$ cat config.mk
export PLATFORM = sky130hd
export DESIGN_NAME = rr_burst_arbiter_flat
export DESIGN_NICKNAME = d
export VERILOG_FILES = /design/src/rtl/mips_core_pkg.sv /design/src/rtl/rr_burst_arbiter_if.sv /design/src/rtl/rr_pick.sv /design/src/rtl/rr_burst_arbiter.sv /design/src/flat_wrapper.sv
export SDC_FILE = /design/constraint.sdc
export NUM_CORES = 1
export LEC_CHECK = 0
export ABC_AREA = 1
export BUFFER_PORTS_ARGS = -buffer_cell sky130_fd_sc_hd__buf_2
export CORE_MARGIN = 1.5
export CORE_UTILIZATION = 35
export CTS_CLUSTER_SIZE = 24
export DETAILED_ROUTE_END_ITERATION = 8
export HOLD_SLACK_MARGIN = 0.03
export PLACE_DENSITY = 0.75
export SYNTH_ARGS = -nofsm -noshare
export SYNTH_HDL_FRONTEND = slang
export SYNTH_SLANG_ARGS = --single-unit
$ cat constraint.sdc
create_clock -name clk -period 1.4 [get_ports clk]
set_input_delay 0.42 -clock clk [delete_from_list [all_inputs] [get_ports clk]]
set_output_delay 0.42 -clock clk [all_outputs]
set_load 0.1 [all_outputs]
$ cat src/rtl/mips_core_pkg.sv
// Shared arbiter types and constants for the memory-side egress arbiter.
// Optional round-robin arbitration is enabled with the ARB_ROUND_ROBIN_EN macro.
package mips_core_pkg;

  localparam int unsigned ARB_MAX_BEATS = 8;

  typedef enum logic {
    ARB_IDLE,
    ARB_LOCKED
  } arb_state_t;

  // Grant id width; at least one bit so a single-master build still has a port.
  function automatic int unsigned arb_idw(input int unsigned count);
    return (count > 1) ? $clog2(count) : 1;
  endfunction

endpackage

$ cat src/rtl/rr_burst_arbiter_if.sv
// Bundle of the per-master request side and the registered egress channel.
// slave: the arbiter's view; master: the view of whoever drives masters and sinks beats.
interface rr_burst_arbiter_if
  import mips_core_pkg::*;
#(
  parameter int unsigned COUNT = 2,
  parameter int unsigned WIDTH = 32
);

  localparam int unsigned IDW = arb_idw(COUNT);

  logic                        ready;
  logic                        valid;
  logic [WIDTH-1:0]            payload;
  logic                        last;
  logic [IDW-1:0]              grant_id;
  logic                        err_overrun;
  logic [COUNT-1:0]            entity_ready;
  logic [COUNT-1:0]            entity_valid;
  logic [COUNT-1:0]            entity_last;
  logic [COUNT-1:0][WIDTH-1:0] entity_payload;

  modport slave (
    input  ready, entity_valid, entity_last, entity_payload,
    output valid, payload, last, grant_id, err_overrun, entity_ready
  );

  modport master (
    output ready, entity_valid, entity_last, entity_payload,
    input  valid, payload, last, grant_id, err_overrun, entity_ready
  );

endinterface

$ cat src/rtl/rr_pick.sv
// Combinational round-robin picker: first request at or above ptr, wrapping to 0.
module rr_pick
  import mips_core_pkg::*;
#(
  parameter int unsigned COUNT = 2,
  localparam int unsigned IDW = arb_idw(COUNT)
) (
  input  logic [COUNT-1:0] req,
  input  logic [IDW-1:0]   ptr,
  output logic             gnt_valid,
  output logic [IDW-1:0]   gnt_id
);

  int unsigned idx;

  // Scan COUNT positions starting at ptr; the first hit wins.
  always_comb begin
    gnt_valid = 1'b0;
    gnt_id    = '0;
    idx       = 0;
    for (int unsigned i = 0; i < COUNT; i++) begin
      idx = (32'(ptr) + i) % COUNT;
      if (!gnt_valid && req[idx]) begin
        gnt_valid = 1'b1;
        gnt_id    = IDW'(idx);
      end
    end
  end

endmodule

$ cat src/rtl/rr_burst_arbiter.sv
// Egress arbiter: merges COUNT valid/ready masters onto one registered channel.
// Grant is locked from the first beat of a burst until its last beat is accepted.
// Define ARB_ROUND_ROBIN_EN for round-robin; otherwise lowest index wins in idle.
module rr_burst_arbiter
  import mips_core_pkg::*;
#(
  parameter int unsigned COUNT     = 2,
  parameter int unsigned WIDTH     = 32,
  parameter int unsigned MAX_BEATS = ARB_MAX_BEATS
) (
  input logic               clk,
  input logic               rst_n,
  rr_burst_arbiter_if.slave bus
);

  localparam int unsigned IDW = arb_idw(COUNT);
  localparam int unsigned CW  = $clog2(MAX_BEATS + 1);

  arb_state_t       state_q, state_d;
  logic [IDW-1:0]   lock_id_q, lock_id_d;
  logic [CW-1:0]    beat_cnt_q, beat_cnt_d;
  logic             err_q, err_d;
  logic             valid_q, last_q;
  logic [WIDTH-1:0] payload_q;
  logic [IDW-1:0]   grant_id_q;

  logic             adv, accept, beat_last;
  logic             pick_valid, gnt_valid;
  logic [IDW-1:0]   pick_id, gnt_id;

`ifdef ARB_ROUND_ROBIN_EN
  logic [IDW-1:0] ptr_q;

  rr_pick #(.COUNT(COUNT)) u_pick (
    .req       (bus.entity_valid),
    .ptr       (ptr_q),
    .gnt_valid (pick_valid),
    .gnt_id    (pick_id)
  );

  // Pointer moves past the master whose burst just ended.
  always_ff @(posedge clk) begin
    if (!rst_n) begin
      ptr_q <= '0;
    end else if (accept && beat_last) begin
      ptr_q <= (gnt_id == IDW'(COUNT - 1)) ? '0 : gnt_id + 1'b1;
    end
  end
`else
  // Fixed priority: lowest valid index wins.
  always_comb begin
    pick_valid = 1'b0;
    pick_id    = '0;
    for (int unsigned i = 0; i < COUNT; i++) begin
      if (!pick_valid && bus.entity_valid[i]) begin
        pick_valid = 1'b1;
        pick_id    = IDW'(i);
      end
    end
  end
`endif

  // While locked only the lock owner is eligible, even if it is not valid.
  always_comb begin
    gnt_valid = pick_valid;
    gnt_id    = pick_id;
    if (state_q == ARB_LOCKED) begin
      gnt_id    = lock_id_q;
      gnt_valid = bus.entity_valid[lock_id_q];
    end
  end

  assign adv       = bus.ready || !valid_q;
  assign accept    = rst_n && adv && gnt_valid;
  assign beat_last = bus.entity_last[gnt_id];

  // Ready only to the granted master; nothing is accepted while in reset.
  always_comb begin
    bus.entity_ready = '0;
    for (int unsigned i = 0; i < COUNT; i++) begin
      if (IDW'(i) == gnt_id && (gnt_valid || state_q == ARB_LOCKED)) begin
        bus.entity_ready[i] = adv && rst_n;
      end
    end
  end

  // Burst lock FSM with saturating beat counter and sticky overrun flag.
  always_comb begin
    state_d    = state_q;
    lock_id_d  = lock_id_q;
    beat_cnt_d = beat_cnt_q;
    err_d      = err_q;
    case (state_q)
      ARB_IDLE: begin
        if (accept && !beat_last) begin
          state_d    = ARB_LOCKED;
          lock_id_d  = gnt_id;
          beat_cnt_d = CW'(1);
        end
      end
      ARB_LOCKED: begin
        if (accept) begin
          if (beat_last) begin
            state_d    = ARB_IDLE;
            beat_cnt_d = '0;
          end else if (beat_cnt_q >= CW'(MAX_BEATS)) begin
            err_d = 1'b1;
          end else begin
            beat_cnt_d = beat_cnt_q + 1'b1;
          end
        end
      end
      default: state_d = ARB_IDLE;
    endcase
  end

  // FSM state registers.
  always_ff @(posedge clk) begin
    if (!rst_n) begin
      state_q    <= ARB_IDLE;
      lock_id_q  <= '0;
      beat_cnt_q <= '0;
      err_q      <= 1'b0;
    end else begin
      state_q    <= state_d;
      lock_id_q  <= lock_id_d;
      beat_cnt_q <= beat_cnt_d;
      err_q      <= err_d;
    end
  end

  // Output stage: loads on acceptance, empties when drained, holds under backpressure.
  always_ff @(posedge clk) begin
    if (!rst_n) begin
      valid_q    <= 1'b0;
      payload_q  <= '0;
      last_q     <= 1'b0;
      grant_id_q <= '0;
    end else if (adv) begin
      valid_q <= accept;
      if (accept) begin
        payload_q  <= bus.entity_payload[gnt_id];
        last_q     <= beat_last;
        grant_id_q <= gnt_id;
      end
    end
  end

  assign bus.valid       = valid_q;
  assign bus.payload     = payload_q;
  assign bus.last        = last_q;
  assign bus.grant_id    = grant_id_q;
  assign bus.err_overrun = err_q;

endmodule

$ cat src/flat_wrapper.sv
// flat-port wrapper written by rule: the top's interface ports become plain ports
module rr_burst_arbiter_flat import mips_core_pkg::*;
#(
  parameter int unsigned COUNT     = 2,
  parameter int unsigned WIDTH     = 32,
  parameter int unsigned MAX_BEATS = ARB_MAX_BEATS
)
  (clk, rst_n, bus_ready, bus_entity_valid, bus_entity_last, bus_entity_payload, bus_valid, bus_payload, bus_last, bus_grant_id, bus_err_overrun, bus_entity_ready);
  rr_burst_arbiter_if #(.COUNT(COUNT), .WIDTH(WIDTH)) bus_i ();
  input logic clk;
  input logic rst_n;
  input wire logic [$bits(bus_i.ready)-1:0] bus_ready;
  input wire logic [$bits(bus_i.entity_valid)-1:0] bus_entity_valid;
  input wire logic [$bits(bus_i.entity_last)-1:0] bus_entity_last;
  input wire logic [$bits(bus_i.entity_payload)-1:0] bus_entity_payload;
  output wire logic [$bits(bus_i.valid)-1:0] bus_valid;
  output wire logic [$bits(bus_i.payload)-1:0] bus_payload;
  output wire logic [$bits(bus_i.last)-1:0] bus_last;
  output wire logic [$bits(bus_i.grant_id)-1:0] bus_grant_id;
  output wire logic [$bits(bus_i.err_overrun)-1:0] bus_err_overrun;
  output wire logic [$bits(bus_i.entity_ready)-1:0] bus_entity_ready;
  assign bus_i.ready = bus_ready;
  assign bus_i.entity_valid = bus_entity_valid;
  assign bus_i.entity_last = bus_entity_last;
  assign bus_i.entity_payload = bus_entity_payload;
  assign bus_valid = bus_i.valid;
  assign bus_payload = bus_i.payload;
  assign bus_last = bus_i.last;
  assign bus_grant_id = bus_i.grant_id;
  assign bus_err_overrun = bus_i.err_overrun;
  assign bus_entity_ready = bus_i.entity_ready;
  rr_burst_arbiter #(.COUNT(COUNT), .WIDTH(WIDTH), .MAX_BEATS(MAX_BEATS)) u_core (.clk(clk), .rst_n(rst_n), .bus(bus_i));
endmodule
-- After elaboration in Yosys (flattened, before gate mapping)
Cells that the tools add are included.
- input port bits: 71
- bits in registers: 42
- output and inout bits: 38
- multiplexer cells: 22
- magnitude comparators: 3
- add/sub/neg operators: 1
- bitwise logic cells: 3
- reductions and logical operators: 15
- eq/ne operators: 3
- operator list (cell ; count):
    two-way mux 32 bit ; 2
    two-way mux 4 bit ; 4
    two-way mux 1 bit ; 14
    one-hot mux 4 bit (2 select lines) ; 1
    logical AND 1 bit ; 6
    adder 4 x 1 -> 4 bit, second input constant ; 1
    greater-or-equal comparator 4 bit, second input constant ; 1
    < comparator 1 x 2 -> 1 bit, second input constant ; 2
    AND reduction 2 bit ; 2
    AND reduction 4 bit ; 1
    logical NOT 1 bit ; 3
    != test 3 bit, second input constant ; 1
    NOT 1 bit ; 3
    AND reduction 3 bit ; 1
    logical OR 1 bit ; 2
    != test 2 x 1 -> 1 bit, second input constant ; 1
    != test 2 bit, second input constant ; 1
    one-hot mux 1 bit (2 select lines) ; 1

-- Logic depth before layout (Yosys ltp)
Gate-level depths: netlist of the first run.
- depth after elaboration: 11
- gate-level depth with buffers: 10
- gate-level depth less buffers: 10

-- Worst setup path before layout of the first run
No wires, ideal clock.
- kind: register -> output
- from: register u_core.valid_q (netlist: u_core.bus.valid)
- to: output bus_entity_ready[0]
- path slack: -1.459 ns
- buffers on the path: 0
- arrival: 2.439 ns
- stages on the path, launching flop included: 4
- cell sequence: dfxtp_1 > nand2_1 > nand2_1 > a21oi_1
- word-level cells in the longest chain between the ends: 4
- ends and longest elaborated chain (item ; RTL line ; source):
    from (decl) ; rr_burst_arbiter.sv:23 ; logic valid_q, last_q;
    from (signal assigned) ; rr_burst_arbiter.sv:140 ; valid_q <= accept;
    logical NOT 1 bit ; rr_burst_arbiter.sv:73 ; assign adv = bus.ready || !valid_q;
    logical OR 1 bit ; rr_burst_arbiter.sv:73 ;
    logical AND 1 bit ; rr_burst_arbiter.sv:82 ; bus.entity_ready[i] = adv && rst_n;
    two-way mux 1 bit ; rr_burst_arbiter.sv:81 ; if (IDW'(i) == gnt_id && (gnt_valid || state_q == ARB_LOCKED)) begin
    to (decl) ; flat_wrapper.sv:21 ; output wire logic [$bits(bus_i.entity_ready)-1:0] bus_entity_ready;
Every way passes these cells.

==> results.cfg, run 1 <==
[sta]
final.setup.worst_slack_ns = -0.216
skew_ns = 0.00231
worst_pin_slew_ns = 0.321
max_freq_ghz = 0.619
finalMaxSlewViolations = 0
rsz0062_at_grt = yes
period_share_pct = 115
setup_tns_ns = -0.737
finalSetupViolCount = 19
relSlewSlack_pct = 78.6
layout_min_cycle_time_ns = 1.62
hold_violations = 0

[setup_path]
critPathMaxFanout = 4
rr_startpoint = u_core.lock_id_q$_SDFFE_PN0P_
cp-start-kind = flop
r2r-end = u_core.bus.payload[5]$_SDFFE_PN0P_
crit_type = flop to output pin
crit_required_ns = 0.98
arrival_ns = 1.20
reg2reg_slack_ns = -0.07
cp-end-kind = output pin
reg2regPathDepth = 8

[yosys]
synthCells = 280
synth_compound_area_share_pct = 22.8
synth_fa_ha_area_share_pct = 1.23
synth_area_um2 = 2030
ys.warnings.count = 0
ys_types = 24
synthXorXnorAreaFrac_pct = 0.862
muxShareOfSynthArea_pct = 0
yosys.area_share.simple_pct = 23.8
synth_top_cell_area_share_pct = 41.4
seq_area_frac_synth_pct = 41.4
postSynthAreaPerCell_um2 = 7.26
synth_area_leaders = dfxtp_1, nand3_1, a21oi_1
synth_top_family_by_area = simple AND/OR/NAND/NOR gates
ys_seq_elements = 42
synth_top_cell_by_area = dfxtp_1
synth_nets = 353

[clock_network]
clockBufferDepth = 2
h-tree-depth = 2
postCtsHoldBufs = 0
clock_latency_ns = 0.29
cts_root_buf = clkbuf_8
cts_tree = done
path_clk_slew_ns = 0.08
clock-sinks = 42
numCtsBuffers = 5

[pwr]
power_mw = 4.77
p_per_area_nw_per_um2 = 1330
ir_drop_mv = 0.877
leakagePower_nw = 1.71

[drt]
drt-met1-wl_um = 2470
vias = 2292
antenna_left = 0
vias_per_cell = 4.88
routed_wirelength_um = 6210
drt_iter0_drc = 87
routed-wl-met2_um = 3240
route.detailed.drc = 0
post_drt_wl_per_cell_um = 13.2
route.met3.wl_um = 426
dr.max_layer_used = met4
firstDrtPassIters = 4

[floorplanning]
ios = 109
initial_utilization_pct = 36.7
die_w_um = 79.2
fp.dieH_um = 79.2
core-area_um2 = 5540
row_count = 27
dieArea_um2 = 6280

[placed_design]
preCtsSetupSlack_ns = -0.177
gp_congestion = 0.790
dp.cells = 458
port_buffers = 108
hpwl_um = 4500

[finish]
final_cell_count_no_fill = 470
layout_commonest_cell = buf_2
final_cell_mix = buf_2, buf_12, dfxtp_1, nor2_1, nand3_1
utilization_pct = 64.9
areaGrowthSynthToFinish_pct = 76.9
nNetsFinal = 470
n_antenna_cell = 0
drive_gt1_share_pct = 42.5

[grt]
antenna_found_initial = 0
overflow = 0
grt_pass1_wl_um = 9930
grt_pass1_vias = 2251
grt_max_degree = 34
grt_use_total_pct = 20.1

[worst_hold_path]
hold_start = bus_entity_payload[21]
holdPathEnd = u_core.bus.payload[21]$_SDFFE_PN0P_
hold_path.class = primary input to flop
whs_path_depth = 3

[run_status]
violations = setup timing
status = complete, but fails checks

[run]
cap_viol_max_count = 0
logic make-up after synthesis:
| group | after synthesis |
|---|---|
| adders and majority gates | 2 |
| and+or+nand+nor | 106 |
| DFF | 42 |
| xor gates and xnor gates | 2 |
| buffers and inverters | 43 |
| AOI/OAI and AO/OA | 85 |
sequential cells by signal (all words and copies together), names as in the netlist, named ones only:
| name | count |
|---|---|
| u_core.bus.grant_id | 1 |
| u_core.bus.err_overrun | 1 |
| u_core.bus.valid | 1 |
| u_core.beat_cnt_q | 4 |
| u_core.bus.payload | 32 |
| u_core.lock_id_q | 1 |
| u_core.bus.last | 1 |
stage by stage:
stage               area, um^2  hold WS (ns)
floorplan                 2090         0.496
global placement          3300         0.499
detailed placement        3300         0.506
CTS                       3480         0.360
global route              3600         0.365
finish                    3600         0.372
power by group:
group	switching [mW]	leakage (nW)	internal [mW]	total, mW
Combinational	1.38	1.29	0.788	2.17
Clock	0.419	0.0696	0.689	1.11
Sequential	0.154	0.351	1.34	1.50
Total	1.96	1.71	2.82	4.77
cells in the mapped netlist:
| library cell | count |
|---|---|
| a211oi_2 | 1 |
| ha_1 | 2 |
| a21oi_1 | 28 |
| clkbuf_1 | 4 |
| o21ai_1 | 22 |
| o21ai_0 | 22 |
| xnor2_1 | 1 |
| dfxtp_1 | 42 |
| clkbuf_2 | 1 |
| nand3_1 | 31 |
| nor2_1 | 35 |
| buf_6 | 3 |
| nand3_4 | 2 |
| nand2_1 | 32 |
| inv_2 | 2 |
| buf_4 | 2 |
| nand2_2 | 5 |
| inv_1 | 23 |
| a21oi_2 | 1 |
| xor2_1 | 1 |
| a31oi_1 | 1 |
| a21o_1 | 10 |
| buf_2 | 8 |
| nand2_4 | 1 |
layout make-up:
type	count	area, um^2
tap	72	90.1
clock buffer	7	108
fill	487	1940
sequential	42	850
clock inverter	1	30.0
timing repair buffer	127	1280
multi-input combinational	196	1120
inverter	25	114
critical path, cell delays in order, from the launching register on:
cell and delay [ns]:
dfxtp_4 0.38, clkinv_4 0.06, nand3_4 0.07, nand2_4 0.09, inv_4 0.04, nor2_4 0.09, buf_12 0.18
per-layer routing:
metal | track usage [%] | vias to the layer above
li1 | - | 1159
met1 | 20.7 | 1050
met2 | 37.9 | 77
met3 | 7.59 | 6
met4 | 4.91 | 0
met5 | 0 | -
repair_timing:
action | in CTS | in global routing
gates resized for setup | 4 | 27
endpoints found under the setup margin | 20 | 44
buffers inserted | 3 | 2
pin swaps | 2 | 5
gates cloned | 0 | 1
worst max path at each step:
stage,start,end,slack (ns),depth (start not counted)
floorplan,bus_entity_valid[0],bus_entity_ready[1],-0.33,6
global placement,bus_entity_valid[0],bus_entity_ready[1],-0.16,7
detailed placement,bus_entity_valid[0],u_core.beat_cnt_q[2]$_SDFFE_PN0P_,-0.18,9
CTS,flop,bus_entity_ready[1],-0.22,6
global route,flop,bus_entity_ready[1],-0.28,6
finish,flop,bus_entity_ready[1],-0.22,6
No activity file was read; power rests on OpenSTA's default activity.
==> run 2: changes to the inputs <==
CORE_UTILIZATION = 40   (was 35)
PLACE_DENSITY = 0.83   (was 0.75)
==> results.cfg, run 2 (synthesis gave the netlist of run 1 again) <==
[grt]
antenna_found_initial = 0
grt_use_total_pct = 23.0
grt_max_degree = 41
grt_pass1_wl_um = 9790
grt_pass1_vias = 2289
overflow = 0

[run_status]
status = complete, but fails checks
violations = setup timing

[finish]
n_antenna_cell = 0
final_cell_mix = buf_2, buf_12, dfxtp_1, nor2_1, nand3_1
largest_reg_flops = 32
final_cell_count_no_fill = 465
areaGrowthSynthToFinish_pct = 71.4
nNetsFinal = 470
drive_gt1_share_pct = 39.9
layout_commonest_cell = buf_2

[clock_network]
clock-sinks = 42
path_clk_slew_ns = 0.09
cts_tree = done
numCtsBuffers = 5
h-tree-depth = 2
cts_root_buf = clkbuf_8
clock_latency_ns = 0.30
postCtsHoldBufs = 0
clockBufferDepth = 2

[pwr]
power_mw = 4.60
ir_drop_mv = 0.773
p_per_area_nw_per_um2 = 1320
leakagePower_nw = 1.67

[setup_path]
crit_family = flip-flops
path_buf_inv = 1
critPathMaxFanout = 4
cp-start-kind = flop
crit_type = flop to output pin
crit_required_ns = 0.98
critPathMaxStageDelay_ns = 0.39
arrival_ns = 1.22
cp-end-kind = output pin
slowest_stage = dfxtp_4
crit_chain = nand2_1 > a21oi_4 > buf_12

[drt]
vias = 2312
vias_per_cell = 4.97
firstDrtPassIters = 4
route.detailed.drc = 0
post_drt_wl_per_cell_um = 13.1
routed_wirelength_um = 6080
drt_iter0_drc = 102
antenna_left = 0

[sta]
hold_violations = 0
relSlewSlack_pct = 71.9
layout_min_cycle_time_ns = 1.64
skew_ns = 0.00800
rsz0062_at_grt = yes
timing.hold.ws_ns = 0.364
period_share_pct = 117
final.setup.worst_slack_ns = -0.239
finalMaxSlewViolations = 0
finalSetupViolCount = 42
setup_tns_ns = -2.83
max_freq_ghz = 0.610
worst_pin_slew_ns = 0.422

[placed_design]
hpwl_um = 4350
preCtsSetupSlack_ns = -0.196
dp.cells = 452
gp_congestion = 0.812
port_buffers = 108

[floorplanning]
core-area_um2 = 4820
die_w_um = 74.3
row_count = 25
initial_utilization_pct = 42.2
fp.dieH_um = 74.3
ios = 109
dieArea_um2 = 5520

[run]
cap_viol_max_count = 0

[worst_hold_path]
hold_path.class = primary input to flop
-- run 2: cell type report --
class	instances	area, um^2
tap	67	83.8
fill	357	1330
clock inverter	3	40.0
clock buffer	5	68.8
timing repair buffer	128	1300
multi-input combinational	195	1040
sequential	42	848
inverter	25	111
-- run 2: through the flow --
stage | area [um^2] | util, %
floorplan | 2090 | -
global placement | 3300 | 68.6
detailed placement | 3300 | 68.6
CTS | 3450 | 71.5
global route | 3490 | 72.4
finish | 3490 | 72.4
-- run 2: worst min-delay path: cells and delay by family --
kind / cells / cell delay, ns
simple gates: 1 / 0.03
compound gates: 1 / 0.11
buf+inv: 1 / 0.07
-- run 2: repair_timing --
action,4_1_cts,5_1_grt
pin swaps,3,4
endpoints found under the hold margin,0,0
resized for setup,3,7
buffers inserted,3,2
setup endpoints to repair,12,44
-- run 2: path summary, 6_finish.rpt --
kind / startpoint / to / slack, ns / cells after the start
worst max register to register: flop / u_core.beat_cnt_q[2]$_SDFFE_PN0P_ / -0.12 / 11
worst min-delay path: bus_entity_payload[23] / u_core.bus.payload[23]$_SDFFE_PN0P_ / 0.36 / 3
worst min register to register: u_core.bus.payload[20]$_SDFFE_PN0P_ / u_core.bus.payload[20]$_SDFFE_PN0P_ / 0.51 / 2
worst max-delay path: flop / bus_entity_ready[0] / -0.24 / 3
-- run 2: layer usage --
layer	GRT usage, %	wire length [um]	up-vias
met5	0	0	-
met4	9.29	106	0
met3	7.59	517	10
met2	43.0	3100	99
met1	23.5	2350	1050
li1	-	-	1153
-- run 2: report_power, final --
group	internal [mW]	total [mW]	leakage [nW]	switching (mW)
sequential	1.34	1.49	0.351	0.149
clock	0.525	0.957	0.0579	0.432
combinational	0.784	2.15	1.26	1.37
